<file path="config.mk">
export PLATFORM = sky130hd
export DESIGN_NAME = light_sequencer
export DESIGN_NICKNAME = d
export VERILOG_FILES = /design/src/rtl/light_sequencer_pkg.sv /design/src/rtl/light_sequencer_phase_timer.sv /design/src/rtl/light_sequencer.sv
export SDC_FILE = /design/constraint.sdc
export NUM_CORES = 1
export LEC_CHECK = 0
export CORE_UTILIZATION = 45
export CTS_CLUSTER_DIAMETER = 100
export DETAILED_ROUTE_END_ITERATION = 8
export GPL_TIMING_DRIVEN = 0
export MAX_ROUTING_LAYER = met4
export PLACE_DENSITY = 0.74
export SYNTH_ARGS = -nofsm -noshare
export SYNTH_HDL_FRONTEND = slang
export SYNTH_HIERARCHICAL = 1
export SYNTH_SLANG_ARGS = --single-unit
</file>
<file path="constraint.sdc">
create_clock -name clock -period 1.8 [get_ports clock]
set_input_delay 0.27 -clock clock [delete_from_list [all_inputs] [get_ports clock]]
set_output_delay 0.27 -clock clock [all_outputs]
set_load 0.03 [all_outputs]
</file>
<file path="src/rtl/light_sequencer_pkg.sv">
// Shared phase and light definitions for light_sequencer and its consumer scp_079.
// Phase codes, counter width and the one-hot light vector layout live here.
package light_sequencer_pkg;

  localparam int unsigned CNT_W   = 6;
  localparam int unsigned CNT_MAX = 63;

  typedef enum logic [1:0] {
    PH_IDLE   = 2'd0,
    PH_GREEN  = 2'd1,
    PH_YELLOW = 2'd2,
    PH_RED    = 2'd3
  } phase_e;

  // Bit order is {green, yellow, red}.
  typedef logic [2:0] light_t;

  localparam light_t LIGHT_OFF    = 3'b000;
  localparam light_t LIGHT_GREEN  = 3'b100;
  localparam light_t LIGHT_YELLOW = 3'b010;
  localparam light_t LIGHT_RED    = 3'b001;

  function automatic light_t light_of(input phase_e ph);
    light_t l;
    case (ph)
      PH_GREEN:  l = LIGHT_GREEN;
      PH_YELLOW: l = LIGHT_YELLOW;
      PH_RED:    l = LIGHT_RED;
      default:   l = LIGHT_OFF;
    endcase
    return l;
  endfunction

endpackage

</file>
<file path="src/rtl/light_sequencer_phase_timer.sv">
// Loadable down-counter for phase timing: load wins over hold, and it stops at zero.
// The zero flag tells the sequencer that the current phase is on its last cycle.
module phase_timer
  import light_sequencer_pkg::*;
(
  input  logic             clk_i,
  input  logic             rst_ni,
  input  logic             load_i,
  input  logic [CNT_W-1:0] load_val_i,
  input  logic             hold_i,
  output logic [CNT_W-1:0] count_o,
  output logic             zero_o
);

  logic [CNT_W-1:0] count_q, count_d;

  always_comb begin
    count_d = count_q;
    if (load_i) begin
      count_d = load_val_i;
    end else if (!hold_i && (count_q != '0)) begin
      count_d = count_q - CNT_W'(1);
    end
  end

  always_ff @(posedge clk_i or negedge rst_ni) begin
    if (!rst_ni) begin
      count_q <= '0;
    end else begin
      count_q <= count_d;
    end
  end

  assign count_o = count_q;
  assign zero_o  = (count_q == '0);

endmodule

</file>
<file path="src/rtl/light_sequencer.sv">
// GREEN -> YELLOW -> RED light sequencer with enable, alarm and hold overrides.
// Drives the one-hot light inputs of scp_079; all outputs are registered.
module light_sequencer
  import light_sequencer_pkg::*;
#(
  parameter int unsigned GREEN_CYC  = 40,
  parameter int unsigned YELLOW_CYC = 5,
  parameter int unsigned RED_CYC    = 18
) (
  input  logic             clock,
  input  logic             reset_n,
  input  logic             enable,
  input  logic             hold,
  input  logic             alarm,
  output logic             green,
  output logic             yellow,
  output logic             red,
  output logic [1:0]       phase,
  output logic [CNT_W-1:0] remaining,
  output logic             cycle_done
);

  if ((GREEN_CYC < 1) || (GREEN_CYC > CNT_MAX) ||
      (YELLOW_CYC < 1) || (YELLOW_CYC > CNT_MAX) ||
      (RED_CYC < 1) || (RED_CYC > CNT_MAX)) begin : g_bad_dur
    $error("light_sequencer: phase durations must be in 1..63");
  end

  localparam logic [CNT_W-1:0] GREEN_M1  = CNT_W'(GREEN_CYC - 1);
  localparam logic [CNT_W-1:0] YELLOW_M1 = CNT_W'(YELLOW_CYC - 1);
  localparam logic [CNT_W-1:0] RED_M1    = CNT_W'(RED_CYC - 1);

  phase_e           state_q, state_d;
  light_t           light_q, light_d;
  logic             done_q, done_d;
  logic             load;
  logic [CNT_W-1:0] load_val;
  logic [CNT_W-1:0] count;
  logic             zero;

  phase_timer u_timer (
    .clk_i      (clock),
    .rst_ni     (reset_n),
    .load_i     (load),
    .load_val_i (load_val),
    .hold_i     (hold),
    .count_o    (count),
    .zero_o     (zero)
  );

  always_ff @(posedge clock or negedge reset_n) begin
    if (!reset_n) begin
      state_q <= PH_IDLE;
      light_q <= LIGHT_OFF;
      done_q  <= 1'b0;
    end else begin
      state_q <= state_d;
      light_q <= light_d;
      done_q  <= done_d;
    end
  end

  // Override priority: enable low, then alarm, then hold, then normal counting.
  always_comb begin
    state_d  = state_q;
    load     = 1'b0;
    load_val = '0;
    if (!enable) begin
      state_d = PH_IDLE;
      load    = 1'b1;
    end else if (alarm) begin
      if (state_q != PH_IDLE) begin
        state_d  = PH_RED;
        load     = 1'b1;
        load_val = RED_M1;
      end
    end else if (!hold) begin
      case (state_q)
        PH_IDLE: begin
          state_d  = PH_GREEN;
          load     = 1'b1;
          load_val = GREEN_M1;
        end
        PH_GREEN: if (zero) begin
          state_d  = PH_YELLOW;
          load     = 1'b1;
          load_val = YELLOW_M1;
        end
        PH_YELLOW: if (zero) begin
          state_d  = PH_RED;
          load     = 1'b1;
          load_val = RED_M1;
        end
        PH_RED: if (zero) begin
          state_d  = PH_GREEN;
          load     = 1'b1;
          load_val = GREEN_M1;
        end
        default: state_d = PH_IDLE;
      endcase
    end
  end

  // Alarm entry into RED never produces a RED->GREEN step, so it cannot pulse done.
  always_comb begin
    light_d = light_of(state_d);
    done_d  = (state_q == PH_RED) && (state_d == PH_GREEN);
  end

  assign green      = light_q[2];
  assign yellow     = light_q[1];
  assign red        = light_q[0];
  assign phase      = state_q;
  assign remaining  = count;
  assign cycle_done = done_q;

endmodule

</file>
Yosys cells after proc, flatten, opt, wreduce, memory -nomap -nowiden
Index checks and enable logic that the tools add are counted.
Cells by class
  add/subtract/negate cells: 1
  equal/unequal tests: 6
  multiplexer cells: 25
  reductions and logical operators: 9
Operator list (count)
  6-bit two-way mux: 6
  6-bit case mux with 4 select lines: 1
  2-bit two-way mux: 7
  5-bit two-way mux: 2
  3-bit case mux with 3 select lines: 1
  2-bit == test (second input constant): 4
  2-bit case mux with 4 select lines: 1
  6-bit zero test: 1
  6-bit nonzero test: 1
  6-bit by 1-bit subtractor with 6-bit output (second input constant): 1
  1-bit two-way mux: 5
  2-bit by 1-bit == test with 1-bit output (second input constant): 2
  2-bit nonzero test: 2
  3-bit two-way mux: 1
  3-bit OR reduction: 1
  1-bit logical AND: 2
  2-bit zero test: 1
  1-bit case mux with 2 select lines: 1
  1-bit zero test: 1
Storage, ports and cells
  flip-flop bits (word level): 12
  bits of input ports: 5
  logic and storage cells: 45

Depth between registers and ports, before layout
  depth in word-level cells: 8
  mapped depth: 11

By module
The synthesis kept the hierarchy.
By module, submodules not included
  phase_timer: times used 1, cells an instance 49, area each 425.4 µm², sequential area each 150.1 µm²
  light_sequencer: times used 1, cells an instance 52, area each 415.4 µm², sequential area each 150.1 µm²

Worst setup path after synthesis
OpenSTA, ideal clock, no wires.
  kind: register -> register
  from: register u_timer.count_q[0] (netlist: u_timer/count_o[0])
  to: register u_timer.count_q[0] (netlist: u_timer/count_o[0])
  arrival: 2049 ps
  required time: 1663 ps
  path slack: -386 ps
  stages on the path, launching flop included: 11
  cell sequence: dfrtp_1 > inv_1 > ha_1 > nand2b_1 > nor2_1 > buf_6 > o21ai_1 > nand3_1 > clkbuf_1 > a2111oi_0 > nor3_1
Between the ends
  cells in the longest elaborated chain, start to end: 7
  elaborated cells between the ends (all ways): 18
Ends and longest elaborated chain
  start, declared: RTL line light_sequencer_phase_timer.sv:15  | logic [CNT_W-1:0] count_q, count_d;
  start signal, assigned: RTL line light_sequencer_phase_timer.sv:30  | count_q <= count_d;
  6-bit zero test (*): RTL line light_sequencer_phase_timer.sv:35  | assign zero_o = (count_q == '0);
  named net zero: RTL line light_sequencer.sv:39  | logic zero;
  1-bit two-way mux (*): RTL line light_sequencer.sv:84, light_sequencer.sv:89, light_sequencer.sv:94
  1-bit case mux with 2 select lines (*): RTL line light_sequencer.sv:78  | case (state_q)
  1-bit two-way mux (*): RTL line light_sequencer.sv:77  | end else if (!hold) begin
  1-bit two-way mux (*): RTL line light_sequencer.sv:71  | end else if (alarm) begin
  1-bit two-way mux (*): RTL line light_sequencer.sv:68  | if (!enable) begin
  named net load: RTL line light_sequencer.sv:36  | logic load;
  6-bit two-way mux / 2-bit nonzero test (equally long branches)
Mark *: on every way through the listed nets, which the timed path passes. The rest lies on a longest branch. The select of a mux whose other input is x is not followed.
A chain may end at the register's enable or synchronous reset.

Worst setup path in the final report
  from: register u_timer.count_q[2] (netlist: u_timer/count_o[2])
  to: register u_timer.count_q[0] (netlist: u_timer/count_o[0])
Between the ends
  cells in the longest elaborated chain, start to end: 7
  elaborated cells between the ends (all ways): 16
Ends and longest elaborated chain
  6-bit zero test (*): RTL line light_sequencer_phase_timer.sv:35
  named net zero: RTL line light_sequencer.sv:39
  6-bit two-way mux / 5-bit two-way mux (equally long branches): RTL line light_sequencer.sv:94, light_sequencer.sv:89
  6-bit case mux with 4 select lines (*): RTL line light_sequencer.sv:78
  6-bit two-way mux (*): RTL line light_sequencer.sv:77
  6-bit two-way mux (*): RTL line light_sequencer.sv:71
  6-bit two-way mux (*): RTL line light_sequencer.sv:68
  named net load_val[0]: RTL line light_sequencer.sv:37  | logic [CNT_W-1:0] load_val;
  6-bit two-way mux (*): RTL line light_sequencer_phase_timer.sv:19  | if (load_i) begin
Mark *: on every way through the listed nets, which the timed path passes. The rest lies on a longest branch.

==> results.cfg <==
[sta]
finalCritPeriodShare = 0.982
final-hold-violation-count = 0
tightest_slew_ns = 0.591
hold_slack_ns = 0.350
rsz0062_at_grt = yes
max_freq_mhz = 566
skew_ns = 0.00748
slew_headroom = 0.605
slew_viol_final = 0
setup_violations = 0
timing.final.crit_period_ns = 1.77

[critical_path]
worstPathMaxFanout = 6
crit_type = reg2reg
worstPathArrival_ns = 1.98
cp-end-kind = flop
start_kind = flop
required_ns = 2.01

[finish]
final_nets = 138
drive_gt1_frac = 0.338
fillers = 138
area_growth_pct = 50.0
diodes = 0
final_area_mm2 = 0.00126

[synth]
yosys.area.top_type = dfrtp_1
yosys_warnings = 6
synthFlopType = dfrtp_1
synth_top_area_share = 0.357
syn_area_per_cell_um2 = 8.32
postSynthCellCount = 101
synth-edff-count = 0
syn_area_um2 = 841
seq_area_frac_synth = 0.357
synth_common_cells = 12 x dfrtp_1, 9 x nor2_1, 8 x a21oi_1
synth_most_common_cell = dfrtp_1
synth.area.top_cells = dfrtp_1 36%, a21oi_1 4.8%, nor2_1 4.0%
synth_nets = 108
ys_seq_elements = 12
synthArstFlopShare = 1.00
yosys.cell_types.count = 39

[clocking]
clock_latency_ns = 0.29
clock_path_buffers = 2
cts_root_buffer = clkbuf_4
cts_buffers = 3
cts_sinks = 12
clk_pin_slew_ns = 0.09
tritoncts = built
htree_levels = 1

[routing]
routed-via-count = 893
vias_per_cell = 5.76
ant_nets = 0
drc = 0
drt_first_pass_iters = 4
wl_um = 2330
drt_iter0_markers = 37
wire_per_inst_um = 15.0

[place]
io_buffers = 15
post-dp-hpwl_um = 1360
dpl_cell_area_mm2 = 0.00109
routabilityCongestion = 0.851

[power]
clkPwrFrac = 0.209
powerDensity_mw_per_mm2 = 867
combPwrFrac = 0.487
internal_power_uw = 662
p_seq_frac = 0.305
switchingPower_uw = 431
swShare = 0.394
power_uw = 1090
cellLeakagePower_uw = 0.000554
peakVddDrop_v = 0.000812

[floorplan]
fp-row-count = 15
die_w_um = 45.2
die_y_um = 45.2
core_mm2 = 0.00175
start_util = 0.482
die-area_mm2 = 0.00205
io_pins = 17

[grt]
grt_overflow = 0
antenna_found_initial = 0
grt_max_degree = 13
grt_pass1_wl_um = 3320
grt_pass1_vias = 764
grt_usage = 0.237

[worst_hold_path]
hp-class = in2async

[status]
status = completed

[run]
maxCapViolations = 0
-- routing by layer --
layer  GRT usage  vias up  wire length (um)
li1            -      424                 -
met1       0.322      426              1060
met2       0.322       35              1080
met3      0.0400        8               134
met4       0.152        0                61
met5           -        -                 0
-- worst max-delay path, cell delays in order, from the launching register on --
cell	delay, ns
dfrtp_2	0.41
or3_4	0.41
nor2_4	0.09
buf_6	0.12
buf_4	0.12
nand3b_1	0.07
a31oi_1	0.20
o2bb2ai_1	0.09
nor3_2	0.17
-- flip-flops by register name, indices dropped and copies added (netlist names) --
name,count
u_timer/count_o,6
phase,2
cycle_done,1
light_q,3
-- layout by cell type, fill, tap and decap left out, types with 3 or more instances in the layout --
cell type	netlist	routed
nor2b_1	5	5
buf_2	3	3
dfrtp_1	12	7
o21ai_0	5	5
clkdlybuf4s50_1	0	12
nand2_1	7	7
inv_1	6	3
dfrtp_2	0	5
nor3_1	4	3
dlymetal6s2s_1	0	3
a31oi_1	3	3
clkbuf_4	0	3
a21oi_1	8	7
inv_4	0	3
nor2_1	9	7
buf_4	1	11
-- stage by stage --
step,worst slack [ns],cells,util,TNS [ns]
finish,0.0330,155,0.723,0
global route,-0.0469,155,0.723,-0.152
CTS,0.00568,153,0.688,0
detailed placement,-0.109,141,0.627,-0.290
global placement,-0.0835,141,0.627,-0.220
floorplan,-0.0408,101,-,-0.0882
-- power by group through the flow --
stage	clock network, uW	registers [uW]	logic (uW)
global placement	0	353	412
global route	242	337	571
floorplan	0	403	246
finish	228	333	532
CTS	232	331	488
detailed placement	0	353	417
-- final cells by class --
type / count / area [um2] / share of cell area
multi-input combinational: 77 / 576 / 0.456
inverter: 6 / 30.0 / 0.0238
clock buffer: 4 / 36.3 / 0.0288
sequential: 12 / 307 / 0.243
tap: 25 / 31.3 / 0.0248
buffer: 6 / 48.8 / 0.0387
timing repair buffer: 25 / 233 / 0.185
-- cells by family after synthesis --
kind of cell / Yosys count / synth area share
other cells: 1 / 0.00446
flops: 12 / 0.357
simple gates: 42 / 0.281
compound gates: 32 / 0.256
buf+inv: 12 / 0.0714
fa+ha+maj: 2 / 0.0298
-- path summary, 6_finish.rpt --
path	start	end	slack [ns]	depth (start not counted)
worst max register to register	u_timer/count_o[2]	u_timer/count_o[0]	0.03	8
worst min-delay path	reset_n	u_timer/count_o[3]	0.35	1
worst min register to register	u_timer/count_o[4]	u_timer/count_o[4]	0.64	2
worst max-delay path	u_timer/count_o[2]	u_timer/count_o[0]	0.03	8
max in group asynchronous	reset_n	u_timer/count_o[4]	1.03	1
min in group clock	hold	light_q[1]	0.36	4
-- what timing repair did --
item | 4_1_cts | 5_1_grt
setup buffers | 8 | 2
hold buffers | 0 | 0
pin swaps | 1 | 3
resized for setup | 3 | 12
setup endpoints to repair | 4 | 8
(Power assumes the default switching activity.)
